==> src/rtl/jenc_ebr_pkg.sv <==
// rtl/jenc_ebr_pkg.sv - shared FSM state and byte-count encoding for the EBR read unpacker
package jenc_ebr_pkg;

    typedef enum logic [1:0] {
        ST_IDLE = 2'd0,
        ST_RUN  = 2'd1,
        ST_DONE = 2'd2
    } ebr_state_e;

    localparam int unsigned BYTES_PER_WORD = 4;

    // Final-word byte count: a field value of 0 stands for a full word.
    function automatic logic [2:0] byte_count(input logic [1:0] enc);
        return (enc == 2'd0) ? 3'd4 : {1'b0, enc};
    endfunction

endpackage

==> src/rtl/ebr_rd_word_fifo2.sv <==
// rtl/ebr_rd_word_fifo2.sv - two-entry word FIFO between the RAM read port and the byte serialiser
//
// Ports:
//   clk_i, rst_i   clock, synchronous active-high reset
//   push_i         write push_data_i this cycle (caller guarantees a free slot)
//   push_data_i    word to store
//   pop_i          drop the head word (caller guarantees not empty)
//   head_o         oldest stored word
//   count_o        number of stored words, 0..2
module ebr_rd_word_fifo2 #(
    parameter int DW = 32
) (
    input  logic          clk_i,
    input  logic          rst_i,
    input  logic          push_i,
    input  logic [DW-1:0] push_data_i,
    input  logic          pop_i,
    output logic [DW-1:0] head_o,
    output logic [1:0]    count_o
);

    logic [DW-1:0] mem [2];
    logic          wr_ptr;
    logic          rd_ptr;
    logic [1:0]    count;

    always_ff @(posedge clk_i) begin
        if (rst_i) begin
            wr_ptr <= 1'b0;
            rd_ptr <= 1'b0;
            count  <= 2'd0;
            mem[0] <= '0;
            mem[1] <= '0;
        end else begin
            if (push_i) begin
                mem[wr_ptr] <= push_data_i;
                wr_ptr      <= ~wr_ptr;
            end
            if (pop_i) begin
                rd_ptr <= ~rd_ptr;
            end
            case ({push_i, pop_i})
                2'b10:   count <= count + 2'd1;
                2'b01:   count <= count - 2'd1;
                default: count <= count;
            endcase
        end
    end

    assign head_o  = mem[rd_ptr];
    assign count_o = count;

endmodule

==> src/rtl/ebr_rd_byte_unpacker.sv <==
// rtl/ebr_rd_byte_unpacker.sv - reads a run of RAM words and streams them out byte by byte
//
// Ports:
//   clk_i, rst_i        clock, synchronous active-high reset
//   start_i             begin a transfer (ignored unless idle)
//   base_addr_i         first word address
//   nwords_i            number of words, 0..2^AW
//   last_bytes_i        valid bytes in the final word, 0 = all four
//   rd_en_o, rd_addr_o  RAM read request
//   rd_data_i           RAM data, valid the cycle after rd_en_o
//   byte_o, valid_o, ready_i, last_o   byte stream with handshake
//   busy_o              transfer in progress (RUN or DONE)
//   done_o              one-cycle completion pulse
module ebr_rd_byte_unpacker
    import jenc_ebr_pkg::*;
#(
    parameter int AW = 6,
    parameter int DW = 32
) (
    input  logic          clk_i,
    input  logic          rst_i,
    input  logic          start_i,
    input  logic [AW-1:0] base_addr_i,
    input  logic [AW:0]   nwords_i,
    input  logic [1:0]    last_bytes_i,
    output logic          rd_en_o,
    output logic [AW-1:0] rd_addr_o,
    input  logic [DW-1:0] rd_data_i,
    output logic [7:0]    byte_o,
    output logic          valid_o,
    input  logic          ready_i,
    output logic          last_o,
    output logic          busy_o,
    output logic          done_o
);

    ebr_state_e    state;
    ebr_state_e    state_nxt;

    logic [AW:0]   issue_left;    // reads still to be requested
    logic [AW:0]   emit_left;     // words still to be serialised
    logic [AW-1:0] rd_addr;
    logic [1:0]    last_bytes_r;
    logic [1:0]    byte_idx;
    logic          rd_pending;    // a read was issued last cycle; its data is on rd_data_i now

    logic [DW-1:0] head;
    logic [1:0]    fifo_count;
    logic          start_ok;
    logic          final_word;
    logic [2:0]    word_bytes;
    logic          word_end;
    logic          fire;
    logic          fifo_pop;

    assign start_ok   = (state == ST_IDLE) && start_i;
    assign final_word = (emit_left == (AW+1)'(1));
    assign word_bytes = final_word ? byte_count(last_bytes_r) : 3'(BYTES_PER_WORD);
    assign word_end   = ({1'b0, byte_idx} == (word_bytes - 3'd1));
    assign fire       = valid_o && ready_i;
    assign fifo_pop   = fire && word_end;

    always_ff @(posedge clk_i) begin
        if (rst_i) begin
            state <= ST_IDLE;
        end else begin
            state <= state_nxt;
        end
    end

    always_comb begin
        state_nxt = state;
        case (state)
            ST_IDLE: if (start_i) state_nxt = (nwords_i == '0) ? ST_DONE : ST_RUN;
            ST_RUN:  if (fire && last_o) state_nxt = ST_DONE;
            ST_DONE: state_nxt = ST_IDLE;
            default: state_nxt = ST_IDLE;
        endcase
    end

    // A read is only issued when the word it returns is guaranteed a FIFO slot,
    // so captured data never has to be dropped under backpressure.
    always_comb begin
        rd_en_o = (state == ST_RUN) && (issue_left != '0) &&
                  ((fifo_count + {1'b0, rd_pending}) < 2'd2);
        valid_o = (state == ST_RUN) && (fifo_count != 2'd0);
        busy_o  = (state == ST_RUN) || (state == ST_DONE);
        done_o  = (state == ST_DONE);
    end

    always_ff @(posedge clk_i) begin
        if (rst_i) begin
            issue_left   <= '0;
            emit_left    <= '0;
            rd_addr      <= '0;
            last_bytes_r <= 2'd0;
            byte_idx     <= 2'd0;
            rd_pending   <= 1'b0;
        end else begin
            rd_pending <= rd_en_o;
            if (start_ok) begin
                issue_left   <= nwords_i;
                emit_left    <= nwords_i;
                rd_addr      <= base_addr_i;
                last_bytes_r <= last_bytes_i;
                byte_idx     <= 2'd0;
            end else begin
                if (rd_en_o) begin
                    rd_addr    <= rd_addr + AW'(1);   // wraps at the top of the RAM
                    issue_left <= issue_left - (AW+1)'(1);
                end
                if (fire) begin
                    if (word_end) begin
                        byte_idx  <= 2'd0;
                        emit_left <= emit_left - (AW+1)'(1);
                    end else begin
                        byte_idx  <= byte_idx + 2'd1;
                    end
                end
            end
        end
    end

    ebr_rd_word_fifo2 #(
        .DW (DW)
    ) u_fifo (
        .clk_i       (clk_i),
        .rst_i       (rst_i),
        .push_i      (rd_pending),
        .push_data_i (rd_data_i),
        .pop_i       (fifo_pop),
        .head_o      (head),
        .count_o     (fifo_count)
    );

    assign rd_addr_o = rd_addr;
    assign byte_o    = valid_o ? head[{byte_idx, 3'b000} +: 8] : 8'h00;
    assign last_o    = valid_o && final_word && word_end;

endmodule

==> config.mk <==
export PLATFORM = sky130hd
export DESIGN_NAME = ebr_rd_byte_unpacker
export DESIGN_NICKNAME = d
export VERILOG_FILES = /design/src/rtl/jenc_ebr_pkg.sv /design/src/rtl/ebr_rd_word_fifo2.sv /design/src/rtl/ebr_rd_byte_unpacker.sv
export SDC_FILE = /design/constraint.sdc
export NUM_CORES = 1
export LEC_CHECK = 0
export ABC_AREA = 1
export BUFFER_PORTS_ARGS = -buffer_cell sky130_fd_sc_hd__buf_2
export CAP_MARGIN = 20
export CORE_MARGIN = 8
export CORE_UTILIZATION = 32
export CTS_CLUSTER_SIZE = 12
export DETAILED_ROUTE_END_ITERATION = 8
export HOLD_SLACK_MARGIN = 0.05
export REMOVE_ABC_BUFFERS = 1
export SLEW_MARGIN = 20
export SYNTH_ARGS = -nofsm -noshare
export SYNTH_HDL_FRONTEND = slang
export SYNTH_SLANG_ARGS = --single-unit
==> constraint.sdc <==
create_clock -name clk_i -period 2.6 [get_ports clk_i]
set_clock_uncertainty 0.2 [all_clocks]
set_input_delay 0.39 -clock clk_i [delete_from_list [all_inputs] [get_ports clk_i]]
set_output_delay 0.39 -clock clk_i [all_outputs]
set_load 0.02 [all_outputs]
==> flow_summary.json <==
{
  "intPower_mw": 2.77,
  "switchingPower_mw": 1.13,
  "antenna_found_initial": 0,
  "p_leak_nw": 2.52,
  "grtUsageTotal_pct": 12.9,
  "ioPinCount": 70,
  "fin_crit_ns": 2.67,
  "die_h_um": 138,
  "vias": 3960,
  "synth_seq_cells": 96,
  "pwr-share-seq_pct": 46.7,
  "total_power_mw": 3.91,
  "start_util_pct": 32.7,
  "whs_path_depth": 3,
  "met3_usage_pct": 3.79,
  "cp-end-kind": "output pin",
  "clock_latency_ns": 0.35,
  "drive_gt1_share_pct": 22.2,
  "rows": 44,
  "report.final.slew_viol_count": 0,
  "startpoint": "emit_left[1]",
  "cts.clk_slew.worst_paths_ns": 0.07,
  "maxCapViolations": 0,
  "critPathRequiredTime_ns": 2.01,
  "postSynthCellCount": 547,
  "final_common_cell": "nor2_1",
  "synth_ff_type": "edfxtp_1",
  "rr_startpoint": "emit_left[1]",
  "drtPass1Iterations": 4,
  "use_met1_pct": 15.6,
  "final_cell_mix": "140 x nor2_1, 65 x buf_2, 64 x edfxtp_1",
  "cts_max_level": 3,
  "synth_edf_count": 64,
  "clk_path_buf_depth": 2,
  "hold_path_class": "in2reg",
  "setup_viol": 1,
  "core_mm2": 0.0145,
  "slowest_delay_ns": 0.33,
  "clkSinkCount": 96,
  "cts_root_buf": "clkbuf_16",
  "yosys_warnings": 0,
  "path_cells": "inv_2, ha_4, inv_2, nor2_1, nand4_1, ha_1, xor2_1, inv_1, nor2_4, nand2_2, nor2_4, buf_6",
  "hold_viol": 0,
  "drc": 0,
  "postRouteAntennaNets": 0,
  "fp.dieW_um": 138,
  "violations": "setup timing",
  "synthTopCellsByArea": "edfxtp_1 41%, dfxtp_1 14%, nor2_1 11%",
  "die-area_mm2": 0.0190,
  "synth_top_area_share_pct": 40.5,
  "postLayoutCellArea_mm2": 0.00579,
  "cts_tree": "built",
  "cp-start-kind": "flop",
  "grt_pass1_wl_um": 19300,
  "via_per_inst": 4.86,
  "synth_area_mm2": 0.00474,
  "seq_area_frac_synth_pct": 54.1,
  "routedWlPerCell_um": 14.5,
  "worst_slack_ns": -0.0677,
  "drt_iter0_drc": 247,
  "ir_drop_mv": 0.401,
  "arrival_ns": 2.08,
  "worst_pin_slew_ns": 0.561,
  "cp_max_fo": 2,
  "setup-tns-final_ns": -0.0677,
  "numCtsBuffers": 9,
  "busiest_layer": "met2",
  "finalWirelength_um": 11900,
  "relSlewSlack_pct": 62.3,
  "max_freq_ghz": 0.375,
  "dp_cells": 794,
  "hpwl_um": 7800,
  "worstHoldStart": "last_bytes_i[1]",
  "fin_nets": 687,
  "p_per_area_mw_per_mm2": 674,
  "grt_max_degree": 33,
  "cp_slowest_cell": "dfxtp_2",
  "gp_congestion": 0.799,
  "dpl_cell_area_mm2": 0.00537,
  "finalCritPeriodShare_pct": 103,
  "clkPwrFrac_pct": 35.7,
  "netlist.top_cell.by_area": "edfxtp_1",
  "final_cells": 815,
  "ys_types": 32,
  "critPathKind": "reg2out",
  "async_flop_share_pct": 0,
  "grt.overflow.total": 0,
  "rsz0062_at_grt": "yes",
  "status": "finished with violations",
  "io_buffer_count": 69,
  "grt_pass1_vias": 3961,
  "postSynthAreaPerCell_um2": 8.66,
  "use_met2_pct": 21.6,
  "area_delta_synth_final_pct": 22.3,
  "post-route-util_pct": 40.0,
  "diodes": 0,
  "combPwrFrac_pct": 17.6,
  "reg2reg_depth": 17,
  "p_sw_share_pct": 29.0
}
[Yosys cell counts, types with 8 or more instances]
library cell	instances
a21oi_1	22
a31oi_1	10
clkbuf_1	17
dfxtp_1	32
edfxtp_1	64
ha_1	10
inv_1	64
nand2_1	53
nand3_1	10
nor2_1	141
o21ai_0	53
o22ai_1	8
xor2_1	11
[area by class of cell]
class	count	area [µm²]
fillers	1512	8680
flip-flops and latches	96	2560
multi-input cells	361	1890
repair buffers	91	549
inverters	67	254
well taps	184	230
clock buffers	9	225
clock inverters	7	85.1
[flip-flops by register name, indices dropped and copies added, names as in the netlist, named ones only]
signal,flops
state,2
rd_addr_o,6
u_fifo.mem,64
byte_idx,2
rd_pending,1
u_fifo.wr_ptr,1
u_fifo.rd_ptr,1
emit_left,7
last_bytes_r,2
u_fifo.count_o,2
issue_left,7
[worst max-delay path, delay by kind of cell (launching register included)]
kind | cells | cell delay (ns)
DFF | 1 | 0.33
adders and majority gates | 2 | 0.47
and+or+nand+nor | 5 | 0.48
xor gates and xnor gates | 1 | 0.15
buffers and inverters | 4 | 0.31
[worst paths after layout]
check	end	slack [ns]
setup reg to reg	u_fifo.count_o[1]	0.02
setup / recovery	last_o	-0.07
hold / removal	last_bytes_r[1]	0.1
hold reg to reg	issue_left[0]	0.29
[kinds of logic (layout without fill, tap and decap cells)]
kind of cell,count (synthesis),in the layout,share of synthesized area (%)
AOI/OAI and AO/OA,108,108,12.9
xor gates and xnor gates,17,17,3.14
adders and majority gates,10,10,2.64
buffers and inverters,90,174,7.34
DFF,96,96,54.1
and+or+nand+nor,226,226,20.0
[metal layers]
layer  vias up  wire [µm]
li1       1952          -
met1      1902       5360
met2        92       5630
met3        14        702
met4         0        167
met5         -          0
[stage by stage]
stage	worst slack [ns]	hold slack [ns]
floorplan	-0.238	0.244
global placement	0.0740	0.268
detailed placement	-0.0456	0.272
CTS	-0.0504	0.0915
global route	-0.176	0.121
finish	-0.0677	0.0990
[power groups by stage]
| stage | logic, mW | registers (mW) | clock network [mW] |
|---|---|---|---|
| 6_report | 0.689 | 1.82 | 1.39 |
| 5_1_grt | 0.778 | 1.84 | 1.48 |
| 3_5_place_dp | 0.668 | 1.85 | 0 |
| 4_1_cts | 0.690 | 1.82 | 1.42 |
| 3_3_place_gp | 0.654 | 1.85 | 0 |
| 2_1_floorplan | 0.455 | 1.86 | 0 |
[repair_timing]
item | in CTS | in global routing
gates cloned | 0 | 0
setup buffers | 4 | 1
hold buffers | 0 | 0
setup endpoints to repair | 6 | 9
gates resized for setup | 15 | 8
pin swaps | 3 | 3
No activity file was read; power rests on OpenSTA's default activity.
